==> src/rtl/rssb_mc.sv <==
`default_nettype none
// ============================================================================
// Module   : rssb_mc
// Purpose  : Parametrised multi-cycle RSSB (reverse-subtract-and-skip-if-
//            borrow) processor core with an internal program memory, start /
//            single-step control, a halt word, a zero register at address 0
//            and a memory-mapped output port at address 1.
// Ports    : clk, rst              - clock, synchronous active-high reset
//            start, step           - run / single-instruction request (IDLE)
//            prog_we/addr/data     - program-memory write port (IDLE/HALTED)
//            busy, halted          - FSM status
//            out_valid, out_data   - output-port strobe and held value
//            opc, oacc, oop1,      - debug view: PC, accumulator, operand
//            omem, osub            -   address, operand value, last result
//            icount                - executed-instruction counter (wraps)
// Revision : 1.0 - initial release
// ============================================================================
module rssb_mc #(
   parameter int WIDTH    = 8,
   parameter int DEPTH    = 16,
   parameter int START_PC = 2,
   localparam int AW      = $clog2(DEPTH)
) (
   input  logic             clk,
   input  logic             rst,
   input  logic             start,
   input  logic             step,
   input  logic             prog_we,
   input  logic [AW-1:0]    prog_addr,
   input  logic [WIDTH-1:0] prog_data,
   output logic             busy,
   output logic             halted,
   output logic             out_valid,
   output logic [WIDTH-1:0] out_data,
   output logic [AW-1:0]    opc,
   output logic [WIDTH-1:0] oacc,
   output logic [AW-1:0]    oop1,
   output logic [WIDTH-1:0] omem,
   output logic [WIDTH-1:0] osub,
   output logic [15:0]      icount
);

   localparam logic [AW-1:0]    c_zero_addr = '0;
   localparam logic [AW-1:0]    c_out_addr  = AW'(1);
   localparam logic [AW-1:0]    c_pc_one    = AW'(1);
   localparam logic [AW-1:0]    c_pc_two    = AW'(2);
   localparam logic [AW-1:0]    c_start_pc  = AW'(START_PC);
   localparam logic [WIDTH-1:0] c_halt_word = {WIDTH{1'b1}};

   typedef enum logic [2:0] {
      S_IDLE   = 3'd0,
      S_FETCH  = 3'd1,
      S_READ   = 3'd2,
      S_EXEC   = 3'd3,
      S_HALTED = 3'd4
   } state_t;

   state_t           r_state;
   state_t           w_next;

   logic [WIDTH-1:0] r_mem [DEPTH];
   logic [AW-1:0]    r_pc;
   logic [AW-1:0]    r_op1;
   logic [WIDTH-1:0] r_acc;
   logic [WIDTH-1:0] r_opv;
   logic [WIDTH-1:0] r_sub;
   logic [WIDTH-1:0] r_out_data;
   logic             r_out_valid;
   logic             r_step_mode;
   logic [15:0]      r_icount;

   logic [WIDTH-1:0] w_word;
   logic             w_halt_word;
   logic [WIDTH-1:0] w_diff;
   logic             w_borrow;
   logic             w_op_zero;
   logic             w_prog_ok;

   // Fetch reads the raw array, so address 0 is only "zero" as an operand.
   assign w_word      = r_mem[r_pc];
   assign w_halt_word = (w_word == c_halt_word);
   assign w_diff      = r_opv - r_acc;
   assign w_borrow    = (r_opv < r_acc);
   assign w_op_zero   = (r_op1 == c_zero_addr);
   assign w_prog_ok   = prog_we && (prog_addr != c_zero_addr) &&
                        ((r_state == S_IDLE) || (r_state == S_HALTED));

   // ------------------------------------------------------------------ FSM
   always_ff @(posedge clk) begin
      if (rst) r_state <= S_IDLE;
      else     r_state <= w_next;
   end

   always_comb begin
      w_next = r_state;
      case (r_state)
         S_IDLE:   if (start || step) w_next = S_FETCH;
         S_FETCH:  w_next = w_halt_word ? S_HALTED : S_READ;
         S_READ:   w_next = S_EXEC;
         S_EXEC:   w_next = r_step_mode ? S_IDLE : S_FETCH;
         S_HALTED: w_next = S_HALTED;
         default:  w_next = S_IDLE;
      endcase
   end

   // ------------------------------------------------------------- datapath
   always_ff @(posedge clk) begin
      if (rst) begin
         r_pc        <= c_start_pc;
         r_op1       <= '0;
         r_acc       <= '0;
         r_opv       <= '0;
         r_sub       <= '0;
         r_out_data  <= '0;
         r_out_valid <= 1'b0;
         r_step_mode <= 1'b0;
         r_icount    <= '0;
      end else begin
         r_out_valid <= 1'b0;
         case (r_state)
            S_IDLE: begin
               // start wins over step when both are high
               if (start)     r_step_mode <= 1'b0;
               else if (step) r_step_mode <= 1'b1;
            end
            S_FETCH: begin
               if (!w_halt_word) r_op1 <= w_word[AW-1:0];
            end
            S_READ: begin
               r_opv <= w_op_zero ? '0 : r_mem[r_op1];
            end
            S_EXEC: begin
               r_sub    <= w_diff;
               r_acc    <= w_diff;
               r_pc     <= r_pc + (w_borrow ? c_pc_two : c_pc_one);
               r_icount <= r_icount + 16'd1;
               if (r_op1 == c_out_addr) begin
                  r_out_data  <= w_diff;
                  r_out_valid <= 1'b1;
               end
            end
            default: ;
         endcase
      end
   end

   // Memory is never cleared; reset only suppresses writes in its cycle,
   // which is what aborts an in-flight instruction and drops a prog write.
   // EXEC and the program port can never collide (different states).
   always_ff @(posedge clk) begin
      if (!rst) begin
         if ((r_state == S_EXEC) && !w_op_zero) r_mem[r_op1]     <= w_diff;
         else if (w_prog_ok)                    r_mem[prog_addr] <= prog_data;
      end
   end

   assign busy      = (r_state == S_FETCH) || (r_state == S_READ) ||
                      (r_state == S_EXEC);
   assign halted    = (r_state == S_HALTED);
   assign out_valid = r_out_valid;
   assign out_data  = r_out_data;
   assign opc       = r_pc;
   assign oacc      = r_acc;
   assign oop1      = r_op1;
   assign omem      = r_opv;
   assign osub      = r_sub;
   assign icount    = r_icount;

endmodule
`default_nettype wire

==> config.mk <==
export PLATFORM = sky130hd
export DESIGN_NAME = rssb_mc
export DESIGN_NICKNAME = d
export VERILOG_FILES = /design/src/rtl/rssb_mc.sv
export SDC_FILE = /design/constraint.sdc
export NUM_CORES = 1
export LEC_CHECK = 0
export CAP_MARGIN = 10
export CORE_ASPECT_RATIO = 0.75
export CORE_MARGIN = 4
export CORE_UTILIZATION = 40
export CTS_CLUSTER_DIAMETER = 30
export DETAILED_ROUTE_END_ITERATION = 8
export PLACE_DENSITY = 0.55
export SYNTH_ARGS = -nofsm -noshare
export SYNTH_HDL_FRONTEND = slang
export SYNTH_SLANG_ARGS = --single-unit
==> constraint.sdc <==
create_clock -name clk -period 3.9 [get_ports clk]
set_input_delay 0.78 -clock clk [delete_from_list [all_inputs] [get_ports clk]]
set_output_delay 0.78 -clock clk [all_outputs]
set_load 0.05 [all_outputs]
==> flow_summary.ini, run 1 <==
[grt]
grt_start_max_net_pins = 57
global_route_wire_length_before_repair_mm = 32.86
grt_usage = 0.1856
number_of_global_route_vias_before_repair = 5379
grt_overflow_total = 0
number_of_antenna_violations_at_the_first_check_in_global_routing = 0

[setup_path]
start_kind = input port
worst_ep_arrival_time_ns = 3.34
path_cells = clkdlybuf4s50_1, nor4b_1, o21a_1, buf_4, a31oi_1, nor3_1
cp.required_ns = 3.94
critical-path-max-stage-delay_ns = 0.97
cp_num_buf_inv = 2
setup.worst_path.end_class = register
critical_path.top_delay_family = simple AND/OR/NAND/NOR gates
timing.critical_path.slowest_stage_cell = nor3_1
setup.worst_path.class = in -> reg
timing.critical_path.fanout_max = 10

[final_layout]
fin_area_mm2 = 0.01026
n_antenna_cell = 0
filler_cell_count = 1758
finalNetCount = 710
synthToLayoutAreaGrowth_pct = 21.07
drive_gt1_frac = 0.1674
layout.cells.non_filler = 975
layout.cells.most_common_list = 128 x edfxtp_1, 74 x clkdlybuf4s50_1, 60 x dfxtp_1, 59 x nor2_1, 49 x mux4_2
mostFrequentLayoutCell = edfxtp_1

[power_and_ir_drop]
p_total_w = 0.004887
vdd_ir_drop_max_mv = 0.2795
power.density_mw_per_mm2 = 476.4
power.static_leakage_nw = 3.368

[clocking]
clock_tree.htree_level_count = 4
postCtsResizedCells = 0
cts_setup_buffers = 0
cts-root-to-sink-buffers = 2
clk_root_buffer_cell = clkbuf_16
clkSlewWorstSetupHoldPaths_ns = 0.07
clock_sinks = 189
cts_inserted_buffers = 17
cts_hold_repair.buffers = 0
tritoncts = done
clkLatencyLatePin_ns = 0.44

[logic_synthesis]
synthDominantCellAreaShare = 0.4537
synthesis.instances = 591
syn-cell-area_mm2 = 0.008472
synth.largest_area_cell = edfxtp_1
syn_avg_cell_area_um2 = 14.33
synth_enable_flop_cells = 128
synth_area_leaders = edfxtp_1 45%, dfxtp_1 14%, mux4_2 13%
synth_ff_type = edfxtp_1
ys_seq_elements = 189
yosys.cell_types.count = 48
synth_sequential_area_ratio = 0.5978
synthesis.yosys.warnings = 0
asyncSetResetFlopFracSynth = 0

[floorplanning]
ios = 76
die_height_um = 134.0
core.rowCount = 45
die_w_um = 176.0
floorplan.die_area_mm2 = 0.02360
initial_utilization = 0.4122
core_area_mm2 = 0.02055

[sta]
grt_setup_unrepaired = false
final_count_of_negative_setup_slack_endpoints = 0
maxSlewHeadroom = 0.2069
timing.final.hold_violations = 0
fin_skew_ns = 0.01823
number_of_pins_exceeding_their_max_slew_limit_in_the_final_report = 0
period_share = 0.8455
hold-worst-slack_ns = 0.4567
achievable-frequency_ghz = 0.3033
tightest_slew_ns = 1.181
post-route-min-period_ns = 3.298
totalNegativeSetupSlack_ns = 0

[placed_design]
dp.cells = 943
dp.final_hpwl_mm = 15.65
place_area_mm2 = 0.009597
routabilityCongestion = 0.9075
portBuffers = 75

[job]
cap_violations = 0

[detailed_routing]
remaining_drc_errors = 0
drtPass1Iterations = 5
post_drt_wl_per_cell_um = 22.12
via_total_after_detailed_routing = 5451
ant_nets = 0
mean_number_of_vias_per_cell = 5.591
first_iter_violations = 456
routed_wl_mm = 21.57

[worst_hold_path]
worstHoldPathType = reg -> reg

[status]
outcome = complete, no violations
==> synth_stat cells, drive strengths merged, types with 2 or more instances <==
master  count
mux4       61
xnor2       4
a22oi      18
and2        2
a21oi      17
xor2       13
nor2       60
mux2        3
o21ai      11
fa          2
nor3b       3
nand3b      5
nand3       9
a31oi       4
and3        4
nor3       12
nor2b       5
nand2      46
clkbuf     16
ha         11
inv        14
nand2b      6
nand4      21
a211oi      7
edfxtp    128
or3         6
o21a        4
buf        21
a21boi      2
o31ai       3
dfxtp      61
mux2i       4
==> registers in the layout, indices dropped and copies added (netlist names), named ones only <==
signal / flops
osub: 8
omem: 8
out_data: 8
opc: 4
r_state: 3
r_step_mode: 1
out_valid: 1
r_mem: 128
oop1: 4
icount: 16
==> cells by family after synthesis <==
| logic type | share of synthesized area |
|---|---|
| flip-flops | 0.5978 |
| AND/OR/NAND/NOR | 0.1046 |
| AO/OA/AOI/OAI | 0.05391 |
| multiplexers | 0.1762 |
| buffers and inverters | 0.02850 |
| XOR/XNOR | 0.01757 |
| adder cells (fa/ha/maj) | 0.02097 |
| other | 0.0004426 |
==> path summary, 6_finish.rpt <==
check	end	slack, ns	cells after the start	startpoint
setup / recovery	r_mem[15][2]	0.60	6	prog_we
hold / removal	out_data[6]	0.46	2	out_data[6]
hold reg to reg	out_data[6]	0.46	2	out_data[6]
setup reg to reg	register	0.63	14	osub[0]
==> report_power, final <==
part	internal, W	switching [W]	total, W
Sequential	0.00227	0.0000510	0.00232
Combinational	0.000264	0.000400	0.000664
Clock	0.00106	0.000839	0.00190
Total	0.00360	0.00129	0.00489
==> layout make-up <==
| cell class | count | area, um^2 | share of cell area |
|---|---|---|---|
| clock buffer | 17 | 425.4 | 0.04147 |
| clock inverter | 15 | 235.2 | 0.02293 |
| inverter | 14 | 52.55 | 0.005123 |
| multi-input combinational | 358 | 3192 | 0.3112 |
| sequential | 189 | 5066 | 0.4939 |
| tap | 282 | 352.8 | 0.03440 |
| timing repair buffer | 100 | 933.4 | 0.09100 |
==> layer usage <==
metal | GRT usage | vias to the layer above | wire length (um)
li1 | - | 2460 | -
met5 | 0 | - | 0
met3 | 0.04931 | 18 | 1436
met2 | 0.2702 | 224 | 9548
met4 | 0.04113 | 0 | 200
met1 | 0.2804 | 2749 | 10380
==> tightest hold or removal path: stages (launching register included) <==
cell	delay, ns
dfxtp_1	0.31
nand2_1	0.05
a21oi_1	0.05
==> metrics by stage <==
step	worst slack [ns]	util
2_1_floorplan	0.7315	-
3_3_place_gp	0.2070	0.4670
3_5_place_dp	0.1902	0.4670
4_1_cts	0.6088	0.4991
5_1_grt	0.3477	0.4991
6_report	0.6025	0.4991
Note: power is estimated with default switching activity, not from simulation.
==> run 2: changes to the inputs <==
==> constraint.sdc (replaced) <==
create_clock -name clk -period 3.4 [get_ports clk]
set_input_delay 0.68 -clock clk [delete_from_list [all_inputs] [get_ports clk]]
set_output_delay 0.68 -clock clk [all_outputs]
set_load 0.05 [all_outputs]
==> run 2 against run 1 <==
Net effect: critical path depth is 10 higher; combinational power is 18% higher; register-to-register slack worse by 0.31 ns; non-clock buffer count is 10 higher; worst hold slack hardly changed; core utilization is 0.061 points higher; clock-buffer cell count is 2 higher; global-route usage is 0.46 points higher; largest power group unchanged.
==> flow_summary.ini, run 2 (same netlist as run 1, synthesis figures left out) <==
[status]
outcome = complete, no violations

[setup_path]
cp.required_ns = 3.71
path_cells = inv_1, ha_1, fa_1, nor2b_1, o21ai_1, a21boi_1, o21a_1, o21a_1, o21ai_0, nor2b_2, ha_1, a21oi_1, nor2_1, nand2_1, xor2_1, nor2_1
critical-path-max-stage-delay_ns = 0.42
reg2reg_setup_slack_ns = 0.32
critical_path.top_delay_family = compound AO/OA/AOI/OAI gates
setup.worst_path.end_class = register
start_kind = register
r2r_start = omem[0]
timing.critical_path.fanout_max = 4
cp_num_buf_inv = 1
setup.worst_path.class = reg -> reg
worst_reg2reg_path_length_in_cells = 16
timing.critical_path.slowest_stage_cell = fa_1
worst_ep_arrival_time_ns = 3.38

[detailed_routing]
drtPass1Iterations = 6
routed_wl_mm = 22.19
remaining_drc_errors = 0
mean_number_of_vias_per_cell = 5.574
post_drt_wl_per_cell_um = 22.53
ant_nets = 0
first_iter_violations = 517
via_total_after_detailed_routing = 5490

[sta]
hold-worst-slack_ns = 0.4563
totalNegativeSetupSlack_ns = 0
period_share = 0.9048
post-route-min-period_ns = 3.076
final_count_of_negative_setup_slack_endpoints = 0
achievable-frequency_ghz = 0.3251
postLayoutSetupSlackWorst_ns = 0.3237
fin_skew_ns = 0.01505
grt_setup_unrepaired = false
tightest_slew_ns = 0.8217
number_of_pins_exceeding_their_max_slew_limit_in_the_final_report = 0
maxSlewHeadroom = 0.4502
timing.final.hold_violations = 0

[grt]
global_route_wire_length_before_repair_mm = 33.26
number_of_global_route_vias_before_repair = 5320
grt_start_max_net_pins = 40
grt_usage = 0.1901
number_of_antenna_violations_at_the_first_check_in_global_routing = 0
grt_overflow_total = 0

[final_layout]
largest_register_ff_count = 128
drive_gt1_frac = 0.1807
mostFrequentLayoutCell = edfxtp_1
regMostFlops = r_mem
n_antenna_cell = 0
finalNetCount = 720
layout.cells.most_common_list = 128 x edfxtp_1, 74 x clkdlybuf4s50_1, 60 x dfxtp_1, 59 x nor2_1, 49 x mux4_2
synthToLayoutAreaGrowth_pct = 21.22

[power_and_ir_drop]
vdd_ir_drop_max_mv = 0.3328
power.static_leakage_nw = 3.389
power.density_mw_per_mm2 = 525.9

[placed_design]
portBuffers = 75
dp.final_hpwl_mm = 16.31
routabilityCongestion = 0.9554
pre_cts_slack_ns = 0.1585

[clocking]
cts-root-to-sink-buffers = 2
cts_inserted_buffers = 17
clkLatencyLatePin_ns = 0.44
clock_tree.htree_level_count = 4
clock_sinks = 189
tritoncts = done
clk_root_buffer_cell = clkbuf_16
cts_setup_buffers = 0
clkSlewWorstSetupHoldPaths_ns = 0.07

[floorplanning]
floorplan.die_area_mm2 = 0.02360
initial_utilization = 0.4122
ios = 76
die_height_um = 134.0
die_w_um = 176.0
core_area_mm2 = 0.02055
core.rowCount = 45

[worst_hold_path]
hold_path_startpoint = out_data[3]
worstHoldPathType = reg -> reg
holdPathEnd = out_data[3]
min_delay_path_depth = 2

[job]
cap_violations = 0
## run 2: area by class of cell
class,instances,area (um^2)
multi-input cells,358,3194
fillers,1738,10280
clock inverters,13,118.9
well taps,282,352.8
inverters,14,52.55
flip-flops and latches,189,5066
repair buffers,110,1021
clock buffers,19,464.2
## run 2: layer usage
layer	wire length, um	up-vias	share of wire	GRT usage
met4	323	0	0.015	0.04805
met5	0	-	0	0
met2	9535	189	0.43	0.2591
met3	1876	26	0.085	0.06791
met1	10460	2791	0.47	0.2890
li1	-	2484	-	-
## run 2: how the worst max path moves through the flow
stage            start  depth (start not counted)      endpoint  slack (ns)
4_1_cts        osub[2]                         15      register        0.19
2_1_floorplan  osub[1]                          9   r_mem[0][7]        0.23
5_1_grt        omem[0]                         16      register        0.03
3_5_place_dp   prog_we                          8  r_mem[11][6]        0.16
3_3_place_gp   prog_we                          8  r_mem[11][4]        0.22
6_report       omem[0]                         16      register        0.32
## run 2: worst register-to-register path, delay by kind of cell, from the launching register on
kind,cells,cell delay (ns)
AO/OA/AOI/OAI,6,0.93
AND/OR/NAND/NOR,5,0.55
adder cells (fa/ha/maj),3,0.90
XOR/XNOR,1,0.17
flip-flops,1,0.36
buffers and inverters,1,0.05
## run 2: repair_timing
| item | 4_1_cts | 5_1_grt |
|---|---|---|
| resized for setup | 0 | 3 |
| hold buffers | 0 | 0 |
| endpoints found under the setup margin | 0 | 4 |
| hold endpoints to repair | 0 | 0 |
## run 2: power breakdown
part           internal (W)  switching [W]  leakage, nW
combinational      0.000315       0.000468         1.43
clock               0.00103       0.000917        0.288
sequential          0.00261      0.0000652         1.68
## run 2: metrics by stage
| step | total power (W) | area [um^2] | instances | util |
|---|---|---|---|---|
| finish | 0.005401 | 10270 | 985 | 0.4997 |
| floorplan | 0.003210 | 8498 | 598 | - |
| global placement | 0.003491 | 9684 | 953 | 0.4712 |
| detailed placement | 0.003511 | 9684 | 953 | 0.4712 |
| global route | 0.005607 | 10270 | 985 | 0.4997 |
| CTS | 0.005442 | 10270 | 985 | 0.4996 |
==> run 3: changes to the inputs <==
--- a/config.mk
+++ b/config.mk
@@ -5,7 +5,7 @@
 export SDC_FILE = /design/constraint.sdc
 export NUM_CORES = 1
 export LEC_CHECK = 0
-export CAP_MARGIN = 10
+export CAP_MARGIN = 20
 export CORE_ASPECT_RATIO = 0.75
 export CORE_MARGIN = 4
 export CORE_UTILIZATION = 40
==> results of run 3 <==
The final DEF is identical to that of run 2; final timing and power are the same.
